`src/rtl/cache_pkg.sv`:
```
// Shared types and constants for the L1 data-cache write-back path.
package cache_pkg;

  localparam int CACHE_LINE_W = 256;
  localparam int CACHE_ADDR_W = 32;
  localparam int LINE_OFFSET  = 5;

  typedef logic [CACHE_LINE_W-1:0]             line_t;
  typedef logic [CACHE_ADDR_W-LINE_OFFSET-1:0] tag_t;

  typedef enum logic [1:0] {
    IDLE   = 2'd0,
    RD_MEM = 2'd1,
    DRAIN  = 2'd2,
    RESP   = 2'd3
  } wb_state_e;

endpackage

```
`src/rtl/wb_tag_cam.sv`:
```
// DEPTH-way combinational tag compare against the valid write-buffer entries.
module wb_tag_cam
  import cache_pkg::*;
#(
  parameter int DEPTH  = 2,
  parameter int ADDR_W = 32
) (
  input  logic [ADDR_W-LINE_OFFSET-1:0]            i_tag,
  input  logic [DEPTH-1:0][ADDR_W-LINE_OFFSET-1:0] i_entry_tags,
  input  logic [DEPTH-1:0]                         i_valid,
  output logic                                     o_hit,
  output logic [DEPTH-1:0]                         o_hit_onehot
);

  // At most one valid entry per tag, so the match vector is one-hot or zero.
  always_comb begin
    o_hit_onehot = '0;
    for (int i = 0; i < DEPTH; i++) begin
      o_hit_onehot[i] = i_valid[i] && (i_entry_tags[i] == i_tag);
    end
  end

  assign o_hit = |o_hit_onehot;

endmodule

```
`src/rtl/dcache_write_buffer.sv`:
```
// Write-back buffer between the L1 D-cache and the memory arbiter D-port:
// absorbs evictions, drains them when idle, and serves reads that hit a buffered line.
module dcache_write_buffer
  import cache_pkg::*;
#(
  parameter int DEPTH  = 2,
  parameter int LINE_W = 256,
  parameter int ADDR_W = 32
) (
  input  logic              clk,
  input  logic              reset_n,
  input  logic [ADDR_W-1:0] c_address,
  input  logic [LINE_W-1:0] c_line_i,
  output logic [LINE_W-1:0] c_line_o,
  input  logic              c_read,
  input  logic              c_write,
  output logic              c_resp,
  output logic [ADDR_W-1:0] m_address,
  output logic [LINE_W-1:0] m_line_o,
  input  logic [LINE_W-1:0] m_line_i,
  output logic              m_read,
  output logic              m_write,
  input  logic              m_resp,
  output logic              wb_empty,
  output logic              wb_full
);

  localparam int TAG_W = ADDR_W - LINE_OFFSET;
  localparam int PTR_W = (DEPTH > 1) ? $clog2(DEPTH) : 1;
  localparam int CNT_W = $clog2(DEPTH) + 1;

  wb_state_e                    r_state;
  wb_state_e                    w_state_nxt;
  logic [DEPTH-1:0][TAG_W-1:0]  r_tag;
  logic [LINE_W-1:0]            r_line [DEPTH];
  logic [DEPTH-1:0]             r_valid;
  logic [PTR_W-1:0]             r_head;
  logic [PTR_W-1:0]             r_tail;
  logic [CNT_W-1:0]             r_count;
  logic [CNT_W-1:0]             w_count_nxt;
  logic                         r_wb_empty;
  logic                         r_wb_full;
  logic [LINE_W-1:0]            r_c_line_o;

  logic [TAG_W-1:0]             w_req_tag;
  logic                         w_hit;
  logic [DEPTH-1:0]             w_hit_oh;
  logic [LINE_W-1:0]            w_hit_line;
  logic [DEPTH-1:0]             w_line_we;
  logic                         w_push;
  logic                         w_coalesce;
  logic                         w_pop;
  logic                         w_load_hit;
  logic                         w_load_mem;
  logic                         w_unused_offset;

  function automatic logic [PTR_W-1:0] ptr_inc(input logic [PTR_W-1:0] p);
    return (p == PTR_W'(DEPTH - 1)) ? '0 : p + 1'b1;
  endfunction

  assign w_req_tag       = c_address[ADDR_W-1:LINE_OFFSET];
  assign w_unused_offset = ^c_address[LINE_OFFSET-1:0];

  wb_tag_cam #(
    .DEPTH  (DEPTH),
    .ADDR_W (ADDR_W)
  ) u_cam (
    .i_tag        (w_req_tag),
    .i_entry_tags (r_tag),
    .i_valid      (r_valid),
    .o_hit        (w_hit),
    .o_hit_onehot (w_hit_oh)
  );

  always_comb begin
    w_hit_line = '0;
    for (int i = 0; i < DEPTH; i++) begin
      if (w_hit_oh[i]) w_hit_line = r_line[i];
    end
  end

  // A full buffer forces a drain first; the stalled write is retried from IDLE.
  always_comb begin
    w_state_nxt = r_state;
    w_push      = 1'b0;
    w_coalesce  = 1'b0;
    w_pop       = 1'b0;
    w_load_hit  = 1'b0;
    w_load_mem  = 1'b0;
    case (r_state)
      IDLE: begin
        if (c_write && w_hit) begin
          w_coalesce  = 1'b1;
          w_state_nxt = RESP;
        end else if (c_write && !r_wb_full) begin
          w_push      = 1'b1;
          w_state_nxt = RESP;
        end else if (c_write) begin
          w_state_nxt = DRAIN;
        end else if (c_read && w_hit) begin
          w_load_hit  = 1'b1;
          w_state_nxt = RESP;
        end else if (c_read) begin
          w_state_nxt = RD_MEM;
        end else if (!r_wb_empty) begin
          w_state_nxt = DRAIN;
        end
      end
      RD_MEM: begin
        if (m_resp) begin
          w_load_mem  = 1'b1;
          w_state_nxt = RESP;
        end
      end
      DRAIN: begin
        if (m_resp) begin
          w_pop       = 1'b1;
          w_state_nxt = IDLE;
        end
      end
      RESP:    w_state_nxt = IDLE;
      default: w_state_nxt = IDLE;
    endcase
  end

  assign w_count_nxt = r_count + CNT_W'(w_push) - CNT_W'(w_pop);

  always_ff @(posedge clk or negedge reset_n) begin
    if (!reset_n) begin
      r_state    <= IDLE;
      r_valid    <= '0;
      r_head     <= '0;
      r_tail     <= '0;
      r_count    <= '0;
      r_wb_empty <= 1'b1;
      r_wb_full  <= 1'b0;
      r_c_line_o <= '0;
    end else begin
      r_state    <= w_state_nxt;
      r_count    <= w_count_nxt;
      r_wb_empty <= (w_count_nxt == '0);
      r_wb_full  <= (w_count_nxt == CNT_W'(DEPTH));
      if (w_push) begin
        r_valid[r_tail] <= 1'b1;
        r_tail          <= ptr_inc(r_tail);
      end
      if (w_pop) begin
        r_valid[r_head] <= 1'b0;
        r_head          <= ptr_inc(r_head);
      end
      if (w_load_hit) begin
        r_c_line_o <= w_hit_line;
      end else if (w_load_mem) begin
        r_c_line_o <= m_line_i;
      end
    end
  end

  // Entry storage carries no reset; validity lives in r_valid.
  always_comb begin
    w_line_we = '0;
    for (int i = 0; i < DEPTH; i++) begin
      w_line_we[i] = (w_coalesce && w_hit_oh[i]) ||
                     (w_push && (r_tail == PTR_W'(i)));
    end
  end

  always_ff @(posedge clk) begin
    for (int i = 0; i < DEPTH; i++) begin
      if (w_line_we[i]) r_line[i] <= c_line_i;
      if (w_push && (r_tail == PTR_W'(i))) r_tag[i] <= w_req_tag;
    end
  end

  always_comb begin
    m_read    = 1'b0;
    m_write   = 1'b0;
    m_address = '0;
    m_line_o  = '0;
    case (r_state)
      RD_MEM: begin
        m_read    = 1'b1;
        m_address = {w_req_tag, {LINE_OFFSET{1'b0}}};
      end
      DRAIN: begin
        m_write   = 1'b1;
        m_address = {r_tag[r_head], {LINE_OFFSET{1'b0}}};
        m_line_o  = r_line[r_head];
      end
      default: ;
    endcase
  end

  assign c_resp   = (r_state == RESP);
  assign c_line_o = r_c_line_o;
  assign wb_empty = r_wb_empty;
  assign wb_full  = r_wb_full;

endmodule
```
`config.mk`:
```
export PLATFORM = sky130hd
export DESIGN_NAME = dcache_write_buffer
export DESIGN_NICKNAME = d
export VERILOG_FILES = /design/src/rtl/cache_pkg.sv /design/src/rtl/wb_tag_cam.sv /design/src/rtl/dcache_write_buffer.sv
export SDC_FILE = /design/constraint.sdc
export NUM_CORES = 1
export LEC_CHECK = 0
export ABC_CLOCK_PERIOD_IN_PS = 24800
export CAP_MARGIN = 5
export CELL_PAD_IN_SITES_DETAIL_PLACEMENT = 1
export CELL_PAD_IN_SITES_GLOBAL_PLACEMENT = 1
export CORE_AREA = 2 2 430 432
export CTS_BUF_LIST = sky130_fd_sc_hd__clkbuf_8 sky130_fd_sc_hd__clkbuf_16
export DETAILED_ROUTE_END_ITERATION = 10
export DIE_AREA = 0 0 432 434
export GPL_ROUTABILITY_DRIVEN = 0
export PLACE_DENSITY_LB_ADDON = 0.15
export RECOVER_POWER = 50
export SETUP_SLACK_MARGIN = 0.3
export SLEW_MARGIN = 20
export SYNTH_ARGS = -nofsm -noshare
export SYNTH_HDL_FRONTEND = slang
export SYNTH_SLANG_ARGS = --single-unit
```
`constraint.sdc`:
```
create_clock -name clk -period 24.8 [get_ports clk]
set_input_delay 2.48 -clock clk [delete_from_list [all_inputs] [get_ports clk]]
set_output_delay 2.48 -clock clk [all_outputs]
set_load 0.01 [all_outputs]
```
==> results of run 1 <==
sequential cells by signal, indices dropped and copies added, names as in the netlist:
| register | cells |
|---|---|
| c_line_o | 256 |
| r_count | 2 |
| r_head | 1 |
| r_line | 512 |
| r_state | 2 |
| r_tag | 54 |
| r_tail | 1 |
| r_valid | 2 |
| wb_empty | 1 |
| wb_full | 1 |
power by group through the flow:
stage	Clock (W)	Sequential [W]	Combinational, W
final	0.00155	0.00175	0.00189
after detailed placement	0	0.00178	0.00196
after floorplan	0	0.00182	0.00101
after global placement	0	0.00178	0.00196
after CTS	0.00161	0.00175	0.00197
after global routing	0.00166	0.00177	0.00203
path summary, 6_finish.rpt:
kind                                             end  cells past startpoint                     start  slack, ps
max in group clk             r_line[0][51]$_DFFE_PP_                     10              c_address[6]      15230
max                         c_line_o[72]$_DFFE_PN0P_                      4                   reset_n      11920
max reg2reg                  r_line[0][51]$_DFFE_PP_                     10       r_tag[33]$_DFFE_PP_      17280
min reg2reg                c_line_o[150]$_DFFE_PN0P_                      2  r_line[1][150]$_DFFE_PP_        540
min in group asynchronous  c_line_o[202]$_DFFE_PN0P_                      1                   reset_n       3380
min                        c_line_o[150]$_DFFE_PN0P_                      2  r_line[1][150]$_DFFE_PP_        540
routing by layer:
layer	GRT usage	routed length [um]
met5	0	430
met3	0.05682	12620
met2	0.3217	90280
met4	0.07492	6587
met1	0.2126	70630
cells in the final DEF, fill, tap and decap left out, drive strengths merged, types with 2 or more instances in the layout:
cell type | netlist | final
edfxtp | 566 | 566
dlygate4sd3 | 0 | 544
clkdlybuf4s50 | 0 | 542
inv | 261 | 300
nor2b | 285 | 285
mux2 | 284 | 284
dfrtp | 265 | 265
nor2 | 265 | 265
mux2i | 256 | 256
o22ai | 256 | 256
a221oi | 256 | 256
clkbuf | 127 | 135
buf | 118 | 47
diode | 0 | 44
xnor2 | 42 | 42
clkinv | 0 | 32
a22oi | 28 | 28
xor2 | 16 | 16
nand4 | 12 | 12
bufinv | 0 | 6
nor4 | 6 | 6
ha | 6 | 6
conb | 1 | 5
nand2 | 3 | 3
nand3 | 2 | 2
a21oi | 2 | 2
cell families after synthesis:
logic type               synth area share
flip-flops                         0.5837
AND/OR/NAND/NOR                   0.07289
AO/OA/AOI/OAI                      0.1324
multiplexers                       0.1421
buffers and inverters             0.05437
XOR/XNOR                          0.01253
adder cells (fa/ha/maj)          0.001852
other                          0.00009253
tightest hold or removal path, cell delays in order, from the launching register on:
cell and delay (ps):
edfxtp_1 380, inv_1 80, a221oi_2 50
area by class of cell:
cell class,instances,area (um^2)
Antenna cell,44,110.1
Clock buffer,127,2964
Clock inverter,77,508.0
Fill cell,19673,125200
Inverter,261,979.7
Multi-Input combinational cell,1736,14750
Sequential cell,832,23660
Tap cell,2385,2984
Timing Repair Buffer,1141,11360
per-stage QoR:
step / setup slack, ps / util / power (W) / area [um^2]
2_1_floorplan: 8268 / - / 0.002824 / 40540
3_3_place_gp: 16880 / 0.2945 / 0.003733 / 53740
3_5_place_dp: 16860 / 0.2945 / 0.003742 / 53740
4_1_cts: 17430 / 0.3135 / 0.005338 / 57210
5_1_grt: 10050 / 0.3139 / 0.005460 / 57290
6_report: 11920 / 0.3141 / 0.005196 / 57310
==> reports/metrics.cfg, run 1 <==
[run_status]
outcome=complete, but fails checks
failed_checks=max-capacitance violations, max-slew violations

[placed_design]
dp_hpwl_mm=119.4
io_buffers=1087
dp.cells=6354

[yosys]
ys_seq_area_frac=0.5837
ys_async_sr_fraction=0.3197
synth_common_cells=566 x edfxtp_1, 285 x nor2b_1, 284 x mux2_2
synth_seq_cells=832
synth_area_leaders=edfxtp_1 42%, dfrtp_1 16%, mux2_2 7.9%
synth_edf_count=566
ys_warn_count=0
yosysTopAreaCellShare=0.4194
syn_avg_cell_area_um2=13.20
synth_largest_area_cell=edfxtp_1
netlist_area_um2=40530
synthCells=3070
yosysMostFrequentCell=edfxtp_1
ys_types=40
ys.flop_type=edfxtp_1

[clock_tree]
post_cts.repair.setup_buffers=0
h-tree-depth=3
clkSlewWorstSetupHoldPaths_ps=60
cts_root_buf=clkbuf_16
ctsResizeCount=0
clk_latency_ps=750
cts_tree=yes
holdBufCountCts=0
numCtsBuffers=108
cts_sinks=832
cts_buffer_depth=3

[critical_path]
worstPathRequired_ps=24860
crit_chain=clkbuf_1, clkbuf_1, clkbuf_1, clkbuf_1
critPathBufInv=4
slowest_delay_ps=3170
worstPathArrival_ps=12940
cp_common_cell=clkbuf_1
start_kind=primary input
crit_fanout=65
crit_slowest_cell=clkbuf_1
crit_path_end_kind=asynchronous set/reset pin
crit_family=buffers and inverters
crit_type=primary input to asynchronous set/reset pin

[layout]
nets=4635
finalNonFillerCells=6603
area_delta_synth_final_pct=41.42
drive_gt1_frac=0.1677

[pwr]
p_int_w=0.003429
leakage_nw=22.09
clkPwrFrac=0.299
p_comb_frac=0.363
power_frac_seq=0.338
p_sw_frac=0.3400
netSwitchingPower_w=0.001767
p_per_area_nw_per_um2=90.66
vdd_drop_max_mv=0.05852

[min_path]
hold_path.class=flip-flop to flip-flop

[grt]
grt_pass1_wl_mm=252.1
grt_max_degree=126
grt_remaining_overflow=0
antenna_found_initial=132
grt_pass1_vias=32454
grt.total_usage=0.1859

[timing]
hold_viol=0
setup_viol=0
finalSetupTns_ps=0
slew_headroom=-2.078
fin_hold_ws_ps=541.4
layout_min_cycle_time_ps=12880
max_freq_mhz=77.65
rsz0062_at_grt=no
post-route-period-util=0.5193
finClkSkew_ps=29.05
tightest_slew_ps=4618
slew_violations=390

[routing]
dr.first_iter.drc_count=1211
wirelength_mm=180.5
drcViolationCount=0
dr.pass1.iters=5
ant_nets=0
num_vias=30328
vias_per_cell=4.593
routedWlPerCell_um=27.34

[floorplanning]
io_pins=1098
die_x_um=432
rows=157
start_util=0.2221
die_h_um=434
die_area_um2=187500
fp.coreArea_um2=182500

[flow_run]
cap_violations=8

Note: power is estimated with default switching activity, not from simulation.
==> inputs of run 2 (changes only) <==
ABC_CLOCK_PERIOD_IN_PS = 12650   (was 24800)
clock period = 12.65 ns   (was 24.8 ns; I/O delays follow)
==> run 2 against run 1 <==
Net effect: core utilization about the same; first-iteration DRC count down 2.5%; clock power up 100%; register-to-register slack worse by 9900 ps; die area unchanged; worst setup slack worse by 7000 ps; non-clock buffer count down 8; highest routed layer unchanged; the flow still finishes with violations (max-capacitance violations, max-slew violations); final cell count down 0.20%; critical path depth up 2; sequential power up 97%; via count down 0.15%; clock skew up 8.6 ps.
==> reports/metrics.cfg, run 2 (synthesis gave the netlist of run 1 again) <==
[run_status]
outcome=complete, but fails checks  ; unchanged
failed_checks=max-capacitance violations, max-slew violations  ; unchanged

[layout]
regArea_um2=23660  ; unchanged
largest_reg_flops=512  ; unchanged
final_util=0.3142  ; was 0.3141
area_delta_synth_final_pct=41.46  ; was 41.42%
final_cell_mix=566 x edfxtp_1, 544 x clkdlybuf4s50_1, 542 x dlygate4sd3_1, 294 x inv_1  ; was 566 x edfxtp_1, 544 x dlygate4sd3_1, 542 x clkdlybuf4s50_1, 295 x inv_1
drive_gt1_frac=0.1662  ; was 0.1677
multi_input_area_um2=14730  ; was 14750 um^2
design_area_um2=57330  ; was 57310 um^2
nets=4626  ; was 4635
finalNonFillerCells=6590  ; was 6603
nFillCells=19658  ; was 19673
regMostFlops=r_line  ; unchanged
final_common_cell=edfxtp_1  ; unchanged

[placed_design]
io_buffers=1087  ; unchanged
post_dp_cell_area_um2=53730  ; was 53740 um^2
pre_cts_slack_ps=5925  ; was 16860 ps
dp.cells=6347  ; was 6354
dp_hpwl_mm=119.0  ; was 119.4 mm

[floorplanning]
io_pins=1098  ; unchanged
fp.coreArea_um2=182500  ; unchanged
rows=157  ; unchanged
die_h_um=434  ; unchanged
start_util=0.2221  ; unchanged
die_x_um=432  ; unchanged
die_area_um2=187500  ; unchanged

[pwr]
netSwitchingPower_w=0.003451  ; was 0.001767 W
p_int_w=0.006797  ; was 0.003429 W
p_sw_frac=0.3368  ; was 0.3400
p_comb_frac=0.360  ; was 0.363
leakage_nw=22.08  ; was 22.09 nW
power_frac_seq=0.336  ; was 0.338
clkPwrFrac=0.304  ; was 0.299
p_per_area_nw_per_um2=178.8  ; was 90.66 nW/um^2
vdd_drop_max_mv=0.1522  ; was 0.05852 mV

[critical_path]
r2r_slack_ps=7370  ; was 17280 ps
crit_path_end_kind=output pin  ; was asynchronous set/reset pin
r2r_cells=11  ; was 10
crit_fanout=73  ; was 65
critPathBufInv=4  ; unchanged
reg2reg_from=r_state[0]$_DFFE_PN0P_  ; was r_tag[33]$_DFFE_PP_
crit_family=buffers and inverters  ; unchanged
worstPathArrival_ps=6430  ; was 12940 ps
slowest_delay_ps=2450  ; was 3170 ps
worstReg2RegEnd=wb_full$_DFF_PN0_  ; was r_line[0][51]$_DFFE_PP_
start_kind=flip-flop  ; was primary input
crit_slowest_cell=clkbuf_1  ; unchanged
worstPathRequired_ps=11390  ; was 24860 ps
crit_chain=inv_1, ha_1, clkbuf_1, buf_4, nor2b_1, clkdlybuf4s50_1  ; was clkbuf_1, clkbuf_1, clkbuf_1, clkbuf_1
crit_type=flip-flop to output pin  ; was primary input to asynchronous set/reset pin

[clock_tree]
h-tree-depth=3  ; unchanged
cts_sinks=832  ; unchanged
numCtsBuffers=107  ; was 108
cts_buffer_depth=3  ; unchanged
holdBufCountCts=0  ; unchanged
ctsResizeCount=0  ; unchanged
clkSlewWorstSetupHoldPaths_ps=50  ; was 60 ps
cts_tree=yes  ; unchanged
cts_root_buf=clkbuf_16  ; unchanged
clk_latency_ps=760  ; was 750 ps
post_cts.repair.setup_buffers=0  ; unchanged

[routing]
vias_per_cell=4.595  ; was 4.593
ant_nets=0  ; unchanged
dr.pass1.iters=6  ; was 5
dr.first_iter.drc_count=1181  ; was 1211
routedWlPerCell_um=27.31  ; was 27.34 um
num_vias=30281  ; was 30328
wirelength_mm=180.0  ; was 180.5 mm
drcViolationCount=0  ; unchanged

[timing]
post-route-period-util=0.6080
hold_viol=0  ; unchanged
setup_viol=0  ; unchanged
rsz0062_at_grt=no  ; unchanged
tightest_slew_ps=5381  ; was 4618 ps
max_freq_mhz=130.0
layout_min_cycle_time_ps=7691
slew_violations=231  ; was 390
finClkSkew_ps=37.69  ; was 29.05 ps
slew_headroom=-2.587  ; was -2.078
setup_ws_ps=4959  ; was 11920 ps
finalSetupTns_ps=0  ; unchanged

[flow_run]
cap_violations=5  ; was 8

[grt]
antenna_found_initial=135  ; was 132
grt_pass1_vias=32081  ; was 32454
grt_max_degree=140  ; was 126
grt_pass1_wl_mm=248.1  ; was 252.1 mm
grt.total_usage=0.1844  ; was 0.1859
grt_remaining_overflow=0  ; unchanged

[min_path]
min_to=r_valid[0]$_DFF_PN0_  ; was c_line_o[150]$_DFFE_PN0P_
hold_path.class=flip-flop to flip-flop  ; unchanged
hold_depth=2  ; unchanged
hold_start=r_valid[0]$_DFF_PN0_  ; was r_line[1][150]$_DFFE_PP_

==> run 2: per-stage QoR <==
step	hold slack, ps	total power, W
3_5_place_dp	518.0	0.007318
3_3_place_gp	497.8	0.007301
4_1_cts	474.3	0.01052
5_1_grt	548.8	0.01075
6_report	519.5	0.01025
2_1_floorplan	474.5	0.005482
==> run 2: cell type report <==
| class | instances | share of cell area |
|---|---|---|
| sequential | 832 | 0.4127 |
| multi-input combinational | 1736 | 0.2570 |
| timing repair buffer | 1133 | 0.1977 |
| clock buffer | 126 | 0.05205 |
| tap | 2385 | 0.05205 |
| inverter | 261 | 0.01709 |
| clock inverter | 76 | 0.009712 |
| antenna | 41 | 0.001790 |
==> run 2: worst max path at each step <==
stage / from / endpoint / slack (ps) / cells after the start
detailed placement: c_address[18] / r_line[0][50]$_DFFE_PP_ / 5930 / 9
finish: r_state[0]$_DFFE_PN0P_ / m_line_o[76] / 4960 / 6
global route: r_state[0]$_DFFE_PN0P_ / m_line_o[76] / 4350 / 6
CTS: c_address[18] / r_line[0][50]$_DFFE_PP_ / 6730 / 9
floorplan: c_address[8] / r_line[1][0]$_DFFE_PP_ / 2400 / 7
global placement: c_address[13] / r_line[0][52]$_DFFE_PP_ / 5870 / 9
==> run 2: power by group through the flow <==
stage | registers (W) | clock network, W | logic, W
finish | 0.00344 | 0.00312 | 0.00369
global route | 0.00348 | 0.00332 | 0.00396
CTS | 0.00344 | 0.00323 | 0.00384
detailed placement | 0.00350 | 0 | 0.00382
global placement | 0.00349 | 0 | 0.00381
floorplan | 0.00351 | 0 | 0.00198
==> run 2: worst min-delay path: stages, from the launching register on <==
cell and delay (ps):
dfrtp_1 330, o21ai_0 80, o31ai_1 70
==> run 2: routing by layer <==
layer | part of all wire | wire (um) | global-route usage
met3 | 0.071 | 12740 | 0.05878
met5 | 0.0024 | 425 | 0
met1 | 0.39 | 69590 | 0.2062
met2 | 0.50 | 90810 | 0.3255
met4 | 0.036 | 6407 | 0.06918
